<file path="src/rtl/input_key_encoder_pkg.sv">
// Shared key-encoder definitions: key geometry, repeat-FSM encoding, bitmap helpers.
// Latency: none (types, constants and pure functions only).
// Backpressure: not applicable.
package input_key_encoder_pkg;

  localparam int KEY_W = 4;   // bits in a key code
  localparam int KEY_N = 16;  // keys in the scanner bitmap

  typedef enum logic [1:0] {
    IDLE   = 2'd0,
    HOLD   = 2'd1,
    REPEAT = 2'd2
  } rep_state_e;

  // Number of keys currently down.
  function automatic logic [$clog2(KEY_N):0] key_count(input logic [KEY_N-1:0] v);
    logic [$clog2(KEY_N):0] c;
    c = '0;
    for (int i = 0; i < KEY_N; i++) c = c + ($clog2(KEY_N)+1)'(v[i]);
    return c;
  endfunction

  // Index of the lowest set bit; only meaningful when exactly one bit is set.
  function automatic logic [KEY_W-1:0] key_index(input logic [KEY_N-1:0] v);
    logic [KEY_W-1:0] idx;
    idx = '0;
    for (int i = KEY_N-1; i >= 0; i--) if (v[i]) idx = KEY_W'(i);
    return idx;
  endfunction

endpackage

</file>
<file path="src/rtl/input_key_encoder_if.sv">
// Scanner-side key bitmap in, consumer-side key events out, plus overflow status.
// Latency: none (bundle of wires).
// Backpressure: key_ready from the consumer side stalls the event head.
// Ports: key_state/rep_en/key_ready/ovf_clr toward the encoder; key_code/key_valid/overflow from it.
interface input_key_encoder_if;
  import input_key_encoder_pkg::*;

  logic [KEY_N-1:0] key_state;
  logic             rep_en;
  logic [KEY_W-1:0] key_code;
  logic             key_valid;
  logic             key_ready;
  logic             overflow;
  logic             ovf_clr;

  // master: the encoder, which sources key events
  modport master (
    input  key_state, rep_en, key_ready, ovf_clr,
    output key_code, key_valid, overflow
  );

  // slave: scanner + command decoder environment
  modport slave (
    output key_state, rep_en, key_ready, ovf_clr,
    input  key_code, key_valid, overflow
  );

endinterface

</file>
<file path="src/rtl/input_key_encoder_key_fifo.sv">
// DEPTH x W event FIFO with a registered head view (dout / empty).
// Latency: a push becomes visible on dout/~empty after the following edge (no bypass).
// Backpressure: push is taken when not full or when a pop happens the same cycle.
// Ports: clk, rst_n, push/din in, pop in, dout/empty (registered head view), full (combinational).
module input_key_encoder_key_fifo
  import input_key_encoder_pkg::*;
#(
  parameter int DEPTH = 4,
  parameter int W     = KEY_W
) (
  input  logic         clk,
  input  logic         rst_n,
  input  logic         push,
  input  logic [W-1:0] din,
  input  logic         pop,
  output logic [W-1:0] dout,
  output logic         empty,
  output logic         full
);

  localparam int AW = $clog2(DEPTH);

  if (DEPTH < 2 || (DEPTH & (DEPTH - 1)) != 0) begin : g_depth_chk
    $error("key fifo DEPTH must be a power of two and at least 2");
  end

  logic [W-1:0]  mem [DEPTH];
  logic [AW-1:0] wr_ptr;
  logic [AW-1:0] rd_ptr;
  logic [AW-1:0] rd_next;
  logic [AW:0]   count;
  logic          wr;

  assign full    = (count == (AW+1)'(DEPTH));
  assign wr      = push & (~full | pop);
  assign rd_next = pop ? rd_ptr + 1'b1 : rd_ptr;

  always_ff @(posedge clk) begin
    if (wr) mem[wr_ptr] <= din;
  end

  // The head view looks at the FIFO after this cycle's pop but before this
  // cycle's push, so a pop never re-presents the entry just consumed and a
  // fresh push shows up one edge later.
  always_ff @(posedge clk or negedge rst_n) begin
    if (!rst_n) begin
      wr_ptr <= '0;
      rd_ptr <= '0;
      count  <= '0;
      dout   <= '0;
      empty  <= 1'b1;
    end else begin
      if (wr) wr_ptr <= wr_ptr + 1'b1;
      rd_ptr <= rd_next;
      count  <= count + (AW+1)'(wr) - (AW+1)'(pop);
      empty  <= ((count - (AW+1)'(pop)) == '0);
      dout   <= mem[rd_next];
    end
  end

endmodule

</file>
<file path="src/rtl/input_key_encoder.sv">
// Turns the debounced key bitmap into single-key press / typematic repeat events.
// Latency: press sampled at edge n is pushed at edge n and shows on key_valid after edge n+1.
// Backpressure: events queue in a DEPTH FIFO; a push to a full FIFO with no pop is dropped and sets overflow.
// Ports: clk, rst_n (async active-low), bus (master modport: key_state/rep_en/key_ready/ovf_clr in,
//        key_code/key_valid/overflow out).
module input_key_encoder
  import input_key_encoder_pkg::*;
#(
  parameter int DELAY = 5_000_000,
  parameter int RATE  = 1_000_000,
  parameter int CW    = 24,
  parameter int DEPTH = 4
) (
  input  logic                clk,
  input  logic                rst_n,
  input_key_encoder_if.master bus
);

  localparam longint unsigned MAX_DR = (DELAY > RATE) ? DELAY : RATE;

  if ((64'd1 << CW) <= MAX_DR) begin : g_cw_chk
    $error("CW too narrow to count up to max(DELAY, RATE)");
  end
  if (DELAY < 2 || RATE < 2) begin : g_time_chk
    $error("DELAY and RATE must both be at least 2");
  end

  rep_state_e       state, state_nx;
  logic [CW-1:0]    cnt, cnt_nx, cnt_inc;
  logic [KEY_W-1:0] code_q, code_nx;
  logic [KEY_N-1:0] prev;
  logic             changed, press;
  logic             push;
  logic [KEY_W-1:0] push_code;
  logic             pop, full, empty, drop;
  logic [KEY_W-1:0] head_code;
  logic             overflow_q;

  assign changed = (bus.key_state != prev);
  assign press   = (|(bus.key_state & ~prev)) &&
                   (key_count(bus.key_state) == ($clog2(KEY_N)+1)'(1));
  assign cnt_inc = (cnt == '1) ? cnt : cnt + 1'b1;

  always_comb begin
    state_nx  = state;
    cnt_nx    = cnt;
    code_nx   = code_q;
    push      = 1'b0;
    push_code = code_q;
    if (press) begin
      push      = 1'b1;
      push_code = key_index(bus.key_state);
      code_nx   = push_code;
      cnt_nx    = '0;
      state_nx  = HOLD;
    end else if (changed) begin
      // any other bitmap change (chord, partial or full release) cancels repeat
      state_nx = IDLE;
      cnt_nx   = '0;
    end else begin
      unique case (state)
        HOLD: begin
          if (!bus.rep_en) begin
            cnt_nx = '0;
          end else if (cnt == CW'(DELAY - 1)) begin
            push     = 1'b1;
            cnt_nx   = '0;
            state_nx = REPEAT;
          end else begin
            cnt_nx = cnt_inc;
          end
        end
        REPEAT: begin
          if (!bus.rep_en) begin
            state_nx = IDLE;
            cnt_nx   = '0;
          end else if (cnt == CW'(RATE - 1)) begin
            push   = 1'b1;
            cnt_nx = '0;
          end else begin
            cnt_nx = cnt_inc;
          end
        end
        default: begin
          state_nx = IDLE;
          cnt_nx   = '0;
        end
      endcase
    end
  end

  always_ff @(posedge clk or negedge rst_n) begin
    if (!rst_n) begin
      state  <= IDLE;
      cnt    <= '0;
      code_q <= '0;
      prev   <= '0;
    end else begin
      state  <= state_nx;
      cnt    <= cnt_nx;
      code_q <= code_nx;
      prev   <= bus.key_state;
    end
  end

  assign pop  = ~empty & bus.key_ready;
  assign drop = push & full & ~pop;

  // a drop in the same cycle as a clear keeps the flag set
  always_ff @(posedge clk or negedge rst_n) begin
    if (!rst_n)            overflow_q <= 1'b0;
    else if (drop)         overflow_q <= 1'b1;
    else if (bus.ovf_clr)  overflow_q <= 1'b0;
  end

  input_key_encoder_key_fifo #(
    .DEPTH (DEPTH),
    .W     (KEY_W)
  ) u_key_fifo (
    .clk   (clk),
    .rst_n (rst_n),
    .push  (push),
    .din   (push_code),
    .pop   (pop),
    .dout  (head_code),
    .empty (empty),
    .full  (full)
  );

  assign bus.key_code  = head_code;
  assign bus.key_valid = ~empty;
  assign bus.overflow  = overflow_q;

endmodule
</file>
<file path="src/flat_wrapper.sv">
// flat-port wrapper written by rule: the top's interface ports become plain ports
module input_key_encoder_flat import input_key_encoder_pkg::*;
#(
  parameter int DELAY = 5_000_000,
  parameter int RATE  = 1_000_000,
  parameter int CW    = 24,
  parameter int DEPTH = 4
)
  (clk, rst_n, bus_key_state, bus_rep_en, bus_key_ready, bus_ovf_clr, bus_key_code, bus_key_valid, bus_overflow);
  input_key_encoder_if bus_i ();
  input  logic clk;
  input  logic rst_n;
  input wire logic [$bits(bus_i.key_state)-1:0] bus_key_state;
  input wire logic [$bits(bus_i.rep_en)-1:0] bus_rep_en;
  input wire logic [$bits(bus_i.key_ready)-1:0] bus_key_ready;
  input wire logic [$bits(bus_i.ovf_clr)-1:0] bus_ovf_clr;
  output wire logic [$bits(bus_i.key_code)-1:0] bus_key_code;
  output wire logic [$bits(bus_i.key_valid)-1:0] bus_key_valid;
  output wire logic [$bits(bus_i.overflow)-1:0] bus_overflow;
  assign bus_i.key_state = bus_key_state;
  assign bus_i.rep_en = bus_rep_en;
  assign bus_i.key_ready = bus_key_ready;
  assign bus_i.ovf_clr = bus_ovf_clr;
  assign bus_key_code = bus_i.key_code;
  assign bus_key_valid = bus_i.key_valid;
  assign bus_overflow = bus_i.overflow;
  input_key_encoder #(.DELAY(DELAY), .RATE(RATE), .CW(CW), .DEPTH(DEPTH)) u_core (.clk(clk), .rst_n(rst_n), .bus(bus_i));
endmodule
</file>
<file path="config.mk">
export PLATFORM = sky130hd
export DESIGN_NAME = input_key_encoder_flat
export DESIGN_NICKNAME = d
export VERILOG_FILES = /design/src/rtl/input_key_encoder_pkg.sv /design/src/rtl/input_key_encoder_if.sv /design/src/rtl/input_key_encoder_key_fifo.sv /design/src/rtl/input_key_encoder.sv /design/src/flat_wrapper.sv
export SDC_FILE = /design/constraint.sdc
export NUM_CORES = 1
export LEC_CHECK = 0
export BUFFER_PORTS_ARGS = -buffer_cell sky130_fd_sc_hd__buf_4
export CAP_MARGIN = 15
export CELL_PAD_IN_SITES_DETAIL_PLACEMENT = 0
export CELL_PAD_IN_SITES_GLOBAL_PLACEMENT = 1
export CORE_MARGIN = 4
export CORE_UTILIZATION = 49
export DETAILED_ROUTE_END_ITERATION = 8
export PLACE_DENSITY_LB_ADDON = 0.15
export SYNTH_ARGS = -nofsm -noshare
export SYNTH_HDL_FRONTEND = slang
export SYNTH_SLANG_ARGS = --single-unit
</file>
<file path="constraint.sdc">
create_clock -name clk -period 3.5 [get_ports clk]
set_input_delay 0.7 -clock clk [delete_from_list [all_inputs] [get_ports clk]]
set_output_delay 0.7 -clock clk [all_outputs]
set_load 0.02 [all_outputs]
</file>
==> flow_summary_export.csv, run 1 <==
group,metric,value,unit
synth,ys_dominant_reg_cell,"dfrtp_1",
timing,setup_viol,68,
floorplanning,dieHeight,100.3,µm
placement,gp_congestion,0.7875,
route,num_vias,3043,
setup_path,slowest_delay,520,ps
synth,postSynth.asyncResetShare,0.7867,
route,drt-met1-wl,3.878,mm
clock_network,clk_latency,350,ps
route,drt_iter0_drc,111,
timing,finalClockSkew,16.37,ps
route,highest_layer,"met4",
floorplanning,core_area,8258,µm²
synth,synth_nets,444,
clock_network,cts.sinks,75,
run,maxCapViolCount,0,
outcome,status,"complete, but fails checks",
layout,fin_util,0.6426,
grt,grt_first_pass_wirelength,14.54,mm
route,viasPerCell,5.463,
floorplanning,die_width,100.3,µm
route,ant_nets,0,
clock_network,cts_made_buffers,9,
setup_path,cp_max_fo,2,
route,wl_met2,4.659,mm
route,route.met3.wl,254,µm
setup_path,reg2reg_slack,300,ps
setup_path,critical_path_class,"in2reg",
grt,track_usage,0.1846,
floorplanning,initial_utilization,0.5055,
setup_path,cp_top_family,"adder cells",
layout,fin_cells,557,
route,drc_errors,0,
timing,slew_headroom,0.4992,
synth,netlist_area,4174,µm²
worst_hold_path,worst_hold_path_type,"in2async",
clock_network,clk_pin_slew,90,ps
setup_path,cp-start-kind,"primary input",
timing,max_freq,179.9,MHz
route,dr.pass1.iters,4,
clock_network,cts_root_buffer,"clkbuf_8",
route,wirelength,9.028,mm
timing,fin_crit_sh,1.589,
setup_path,cp.buffers_inverters,8,
grt,overflow,0,
clock_network,h-tree-depth,3,
layout,area_growth,27.13,%
setup_path,cp.arrival,5830,ps
placement,port_buffers,26,
clock_network,cts_tree,"built",
synth,ys_ff_latch,75,
synth,avgSynthCellArea,10.96,µm²
placement,dpl.hpwl,6.283,mm
setup_path,timing.rr.start,"u_core.cnt[15]",
floorplanning,dieArea,10060,µm²
layout,drive_gt1_frac,0.3142,
synth,seq_area_frac_synth,0.4691,
clock_network,cts_max_path_buffers,2,
route,wire_per_inst,16.21,µm
setup_path,required,3770,ps
setup_path,crit_path_start,"bus_key_state[1]",
floorplanning,num_rows,33,
pwr,ir_drop,0.3772,mV
timing,layout_min_cycle_time,5560,ps
layout,antenna_cells,0,
outcome,failed_checks,"setup timing",
grt,grt_max_degree,60,
timing,slew_viol_final,0,
setup_path,rr_endpoint,"u_core.u_key_fifo.count[2]",
timing,worst_slack,-2060,ps
timing,hold_violations,0,
grt,grt_pass1_vias,3065,
pwr,power.density,538.9,nW/µm²
setup_path,cp-end-kind,"flip-flop",
timing,tightest_slew,751.2,ps
timing,rsz0062_at_grt,"true",
pwr,p_leak,2.230,nW
placement,dp_slack,-2496,ps
layout,fin_nets,510,
setup_path,cp_slowest_cell,"fa_1",
placement,place_inst,531,
synth,synth_cell_type_count,51,
synth,netlist_instances,381,
synth,ys.warnings.count,0,
setup_path,worstPathCellList,"buf_8 > ha_4 > inv_2 > fa_1 > inv_2 > fa_1 > fa_1 > inv_1 > fa_1 > inv_1 > fa_2 > fa_2 > nor4b_2 > o211ai_1 > a21boi_4 > inv_1 > ha_1 > inv_2 > ha_4 > inv_2 > fa_2 > xnor2_2 > xnor2_1",
setup_path,ff2ff_path_depth,12,
pwr,power,2.860,mW
floorplanning,io_pins,27,
grt,antenna_found_initial,0,
synth,synth_edf_count,16,
[per-stage QoR]
step | hold slack [ps] | TNS, ps | instance area, µm²
floorplan | 404.4 | -96960 | 4245
global placement | 494.2 | -114570 | 4737
detailed placement | 502.4 | -120020 | 4737
CTS | 427.6 | -90800 | 5032
global route | 454.8 | -106820 | 5306
finish | 396.1 | -95270 | 5306
[cell families (layout without fill, tap and decap cells)]
kind of cell | Yosys count | count (layout) | synth area share
XOR/XNOR | 28 | 28 | 0.05875
AO/OA/AOI/OAI | 41 | 41 | 0.07434
adder cells (fa/ha/maj) | 42 | 42 | 0.1457
flip-flops | 75 | 75 | 0.4691
AND/OR/NAND/NOR | 130 | 130 | 0.1679
multiplexers | 6 | 6 | 0.02758
buffers and inverters | 59 | 130 | 0.05665
[where the power goes]
part           internal, mW  leakage, nW  switching (mW)
combinational         0.511         1.21           0.485
clock                 0.413        0.110           0.349
sequential             1.03        0.909          0.0689
total                  1.96         2.23           0.903
[placed cells by master (no fill, tap or decap), types with 14 or more instances in the layout]
| cell type | count |
|---|---|
| dfrtp_1 | 58 |
| buf_4 | 50 |
| inv_1 | 48 |
| ha_1 | 29 |
| xnor2_1 | 22 |
| nand2_1 | 20 |
| nor2_1 | 17 |
| edfxtp_1 | 16 |
| nand4_1 | 14 |
[registers in the layout (all words and copies together) (netlist names), 2 cells and up]
signal,flops
u_core.u_key_fifo.dout,4
u_core.u_key_fifo.rd_ptr,2
u_core.u_key_fifo.wr_ptr,2
u_core.code_q,4
u_core.u_key_fifo.count,3
u_core.state,2
u_core.u_key_fifo.mem,16
u_core.cnt,24
u_core.prev,16
[metal layers]
layer  track usage  vias to the layer above
li1              -                     1456
met1        0.2335                     1524
met2        0.3078                       43
met3       0.04170                       20
met4       0.07254                        0
met5             0                        -
[cell usage after synthesis, types with 6 or more instances]
cell	instances	share of area
nand4_1	14	0.021
dfrtp_1	58	0.35
nor3_1	8	0.0096
nand2_1	22	0.020
nor4_1	11	0.016
a211oi_1	8	0.014
a21oi_1	7	0.0084
nor2_1	37	0.033
inv_1	53	0.048
edfxtp_1	16	0.12
ha_1	31	0.093
nand3_1	8	0.0096
and2_1	6	0.0090
xnor2_1	23	0.048
fa_1	11	0.053
[worst max path at each step]
stage / cells after the start / endpoint / slack, ps
6_report: 23 / u_core.u_key_fifo.count[2] / -2060
5_1_grt: 23 / u_core.u_key_fifo.count[2] / -2270
4_1_cts: 23 / u_core.u_key_fifo.count[2] / -2010
3_5_place_dp: 23 / u_core.u_key_fifo.count[2] / -2500
3_3_place_gp: 23 / u_core.u_key_fifo.count[2] / -2380
2_1_floorplan: 22 / u_core.u_key_fifo.count[2] / -2290
[area by class of cell]
cell class | instances | area, µm²
fill | 648 | 2952
inverter | 53 | 198.9
tap | 105 | 131.4
multi-input combinational | 247 | 2226
clock inverter | 7 | 106.4
sequential | 75 | 1958
clock buffer | 9 | 123.9
timing repair buffer | 61 | 561.8
[timing repair]
| action | CTS | global route |
|---|---|---|
| resized for setup | 15 | 46 |
| hold buffers | 0 | 0 |
| setup buffers | 3 | 3 |
| cloned | 0 | 4 |
| setup endpoints to repair | 68 | 68 |
| pin swaps | 7 | 3 |
[worst register-to-register path: cells and delay by family, from the launching register on]
| family | cells | cell delay [ps] |
|---|---|---|
| XOR/XNOR | 2 | 340 |
| flip-flops | 1 | 440 |
| adder cells (fa/ha/maj) | 3 | 750 |
| buffers and inverters | 3 | 160 |
| AO/OA/AOI/OAI | 2 | 440 |
| AND/OR/NAND/NOR | 2 | 990 |
Power figures use the tool's default switching activity.
==> run 2, diff against run 1 <==
--- a/config.mk
+++ b/config.mk
@@ -7,10 +7,8 @@
 export LEC_CHECK = 0
 export BUFFER_PORTS_ARGS = -buffer_cell sky130_fd_sc_hd__buf_4
 export CAP_MARGIN = 15
-export CELL_PAD_IN_SITES_DETAIL_PLACEMENT = 0
-export CELL_PAD_IN_SITES_GLOBAL_PLACEMENT = 1
 export CORE_MARGIN = 4
-export CORE_UTILIZATION = 49
+export CORE_UTILIZATION = 53
 export DETAILED_ROUTE_END_ITERATION = 8
 export PLACE_DENSITY_LB_ADDON = 0.15
 export SYNTH_ARGS = -nofsm -noshare
==> flow_summary_export.csv, run 2 (synthesized netlist as in run 1, its figures left out) <==
group,metric,value,unit
clock_network,cts_made_buffers,9,
clock_network,clk_latency,360,ps
pwr,power,2.762,mW
setup_path,cp-start-kind,"primary input",
timing,holdWs,405.6,ps
pwr,ir_drop,0.3629,mV
timing,setup_viol,68,
timing,slew_headroom,0.3290,
grt,track_usage,0.1984,
timing,slew_viol_final,0,
layout,area_growth,27.97,%
grt,grt_pass1_vias,3210,
route,num_vias,3052,
pwr,p_leak,2.215,nW
placement,dpl.hpwl,5.982,mm
timing,hold_violations,0,
grt,overflow,0,
clock_network,cts_root_buffer,"clkbuf_8",
grt,grt_max_degree,60,
layout,antenna_cells,0,
layout,final_cell_mix,"58 x dfrtp_1, 48 x buf_4, 46 x inv_1, 28 x ha_1, 22 x xnor2_1",
outcome,status,"complete, but fails checks",
setup_path,required,3750,ps
floorplanning,dieHeight,96.75,µm
placement,port_buffers,26,
clock_network,cts.sinks,75,
floorplanning,initial_utilization,0.5430,
timing,max_freq,183.8,MHz
clock_network,cts_max_path_buffers,2,
floorplanning,num_rows,32,
setup_path,crit_path_frequent_cell,"inv_2",
timing,finalClockSkew,14.73,ps
floorplanning,io_pins,27,
worst_hold_path,worst_hold_path_type,"in2async",
setup_path,worstPathCellList,"buf_6 > ha_4 > inv_2 > fa_1 > inv_2 > fa_1 > fa_1 > inv_1 > fa_1 > inv_2 > fa_2 > fa_2 > nor4b_2 > o211ai_1 > a21boi_4 > inv_2 > ha_4 > inv_2 > ha_4 > inv_2 > fa_2 > xnor2_2 > xnor2_1",
route,wirelength,8.875,mm
layout,largest_registers,"u_core.cnt (24), u_core.prev (16), u_core.u_key_fifo.mem (16)",
setup_path,cp_slowest_cell,"fa_1",
setup_path,cp_top_family,"adder cells",
setup_path,cp.arrival,5690,ps
route,drt_iter0_drc,167,
layout,drive_gt1_frac,0.3282,
floorplanning,die_width,96.75,µm
route,drc_errors,0,
timing,tns,-96000,ps
floorplanning,dieArea,9360,µm²
layout,regMostFlops,"u_core.cnt",
grt,antenna_found_initial,0,
setup_path,cp_max_fo,2,
timing,tightest_slew,997.3,ps
clock_network,clk_pin_slew,90,ps
layout,nFillCells,567,
setup_path,slowest_delay,510,ps
timing,worst_slack,-1940,ps
route,ant_nets,0,
route,wire_per_inst,16.05,µm
timing,layout_min_cycle_time,5440,ps
placement,gp_congestion,0.8326,
route,viasPerCell,5.519,
layout,largest_register_ff_count,24,
grt,grt_first_pass_wirelength,15.33,mm
route,dr.pass1.iters,4,
outcome,failed_checks,"setup timing",
timing,rsz0062_at_grt,"true",
floorplanning,core_area,7687,µm²
setup_path,critical_path_class,"in2reg",
layout,fin_nets,509,
clock_network,h-tree-depth,3,
run,maxCapViolCount,0,
clock_network,cts_tree,"built",
setup_path,cp-end-kind,"flip-flop",
timing,fin_crit_sh,1.554,
pwr,power.density,517.0,nW/µm²
layout,layout_commonest_cell,"dfrtp_1",
setup_path,cp.buffers_inverters,8,
run 2: cell type report:
class / count / area [µm²] / area share
Tap cell: 102 / 127.6 / 0.02389
Multi-Input combinational cell: 247 / 2306 / 0.4317
Sequential cell: 75 / 1958 / 0.3666
Timing Repair Buffer: 60 / 548.0 / 0.1026
Clock buffer: 9 / 123.9 / 0.02319
Clock inverter: 7 / 78.83 / 0.01476
Inverter: 53 / 198.9 / 0.03725
run 2: where the power goes:
group	leakage, nW	switching [mW]	total (mW)	internal [mW]
registers	0.909	0.0672	1.10	1.03
logic	1.20	0.478	0.989	0.511
clock network	0.104	0.386	0.673	0.287
run 2: repair_timing:
action                     in CTS  in global routing
pin swaps                      13                  4
setup buffers                   7                  3
resized for setup              57                 28
setup endpoints to repair      68                 68
hold buffers                    0                  0
cloned                          2                  0
run 2: path summary, 6_finish.rpt:
path                                          endpoint                 from  cells after the start  slack [ps]
max                         u_core.u_key_fifo.count[2]     bus_key_state[1]                     23       -1940
min                                      u_core.cnt[1]                rst_n                      1         410
max reg2reg                 u_core.u_key_fifo.count[2]       u_core.cnt[15]                     12         430
min reg2reg                        u_core.bus.overflow  u_core.bus.overflow                      2         520
max in group asynchronous  u_core.u_key_fifo.rd_ptr[0]                rst_n                      1        2580
min in group clk                   u_core.bus.overflow          bus_ovf_clr                      2         500
run 2: layer usage:
layer,GRT usage,share of wire,wire length [µm]
met1,0.2512,0.42,3707
met2,0.3381,0.52,4652
met3,0.04326,0.036,323
met4,0.06587,0.022,192
met5,0,0,0
run 2: through the flow:
stage	util	setup WS [ps]	instance area, µm²	std cells
after global routing	0.6948	-2092	5341	553
after global placement	0.6167	-2391	4741	529
after CTS	0.6836	-2014	5255	553
after detailed placement	0.6167	-2521	4741	529
final	0.6948	-1940	5341	553
after floorplan	-	-2291	4245	381
run 2: worst register-to-register path, cell delays in order (launching register included):
cell and delay (ps):
dfrtp_1 450, or4b_4 580, nor4_4 390, o2111ai_2 250, a21boi_4 220, inv_2 60
ha_4 210, inv_2 60, ha_4 110, inv_2 30, fa_2 340, xnor2_2 150
xnor2_1 120
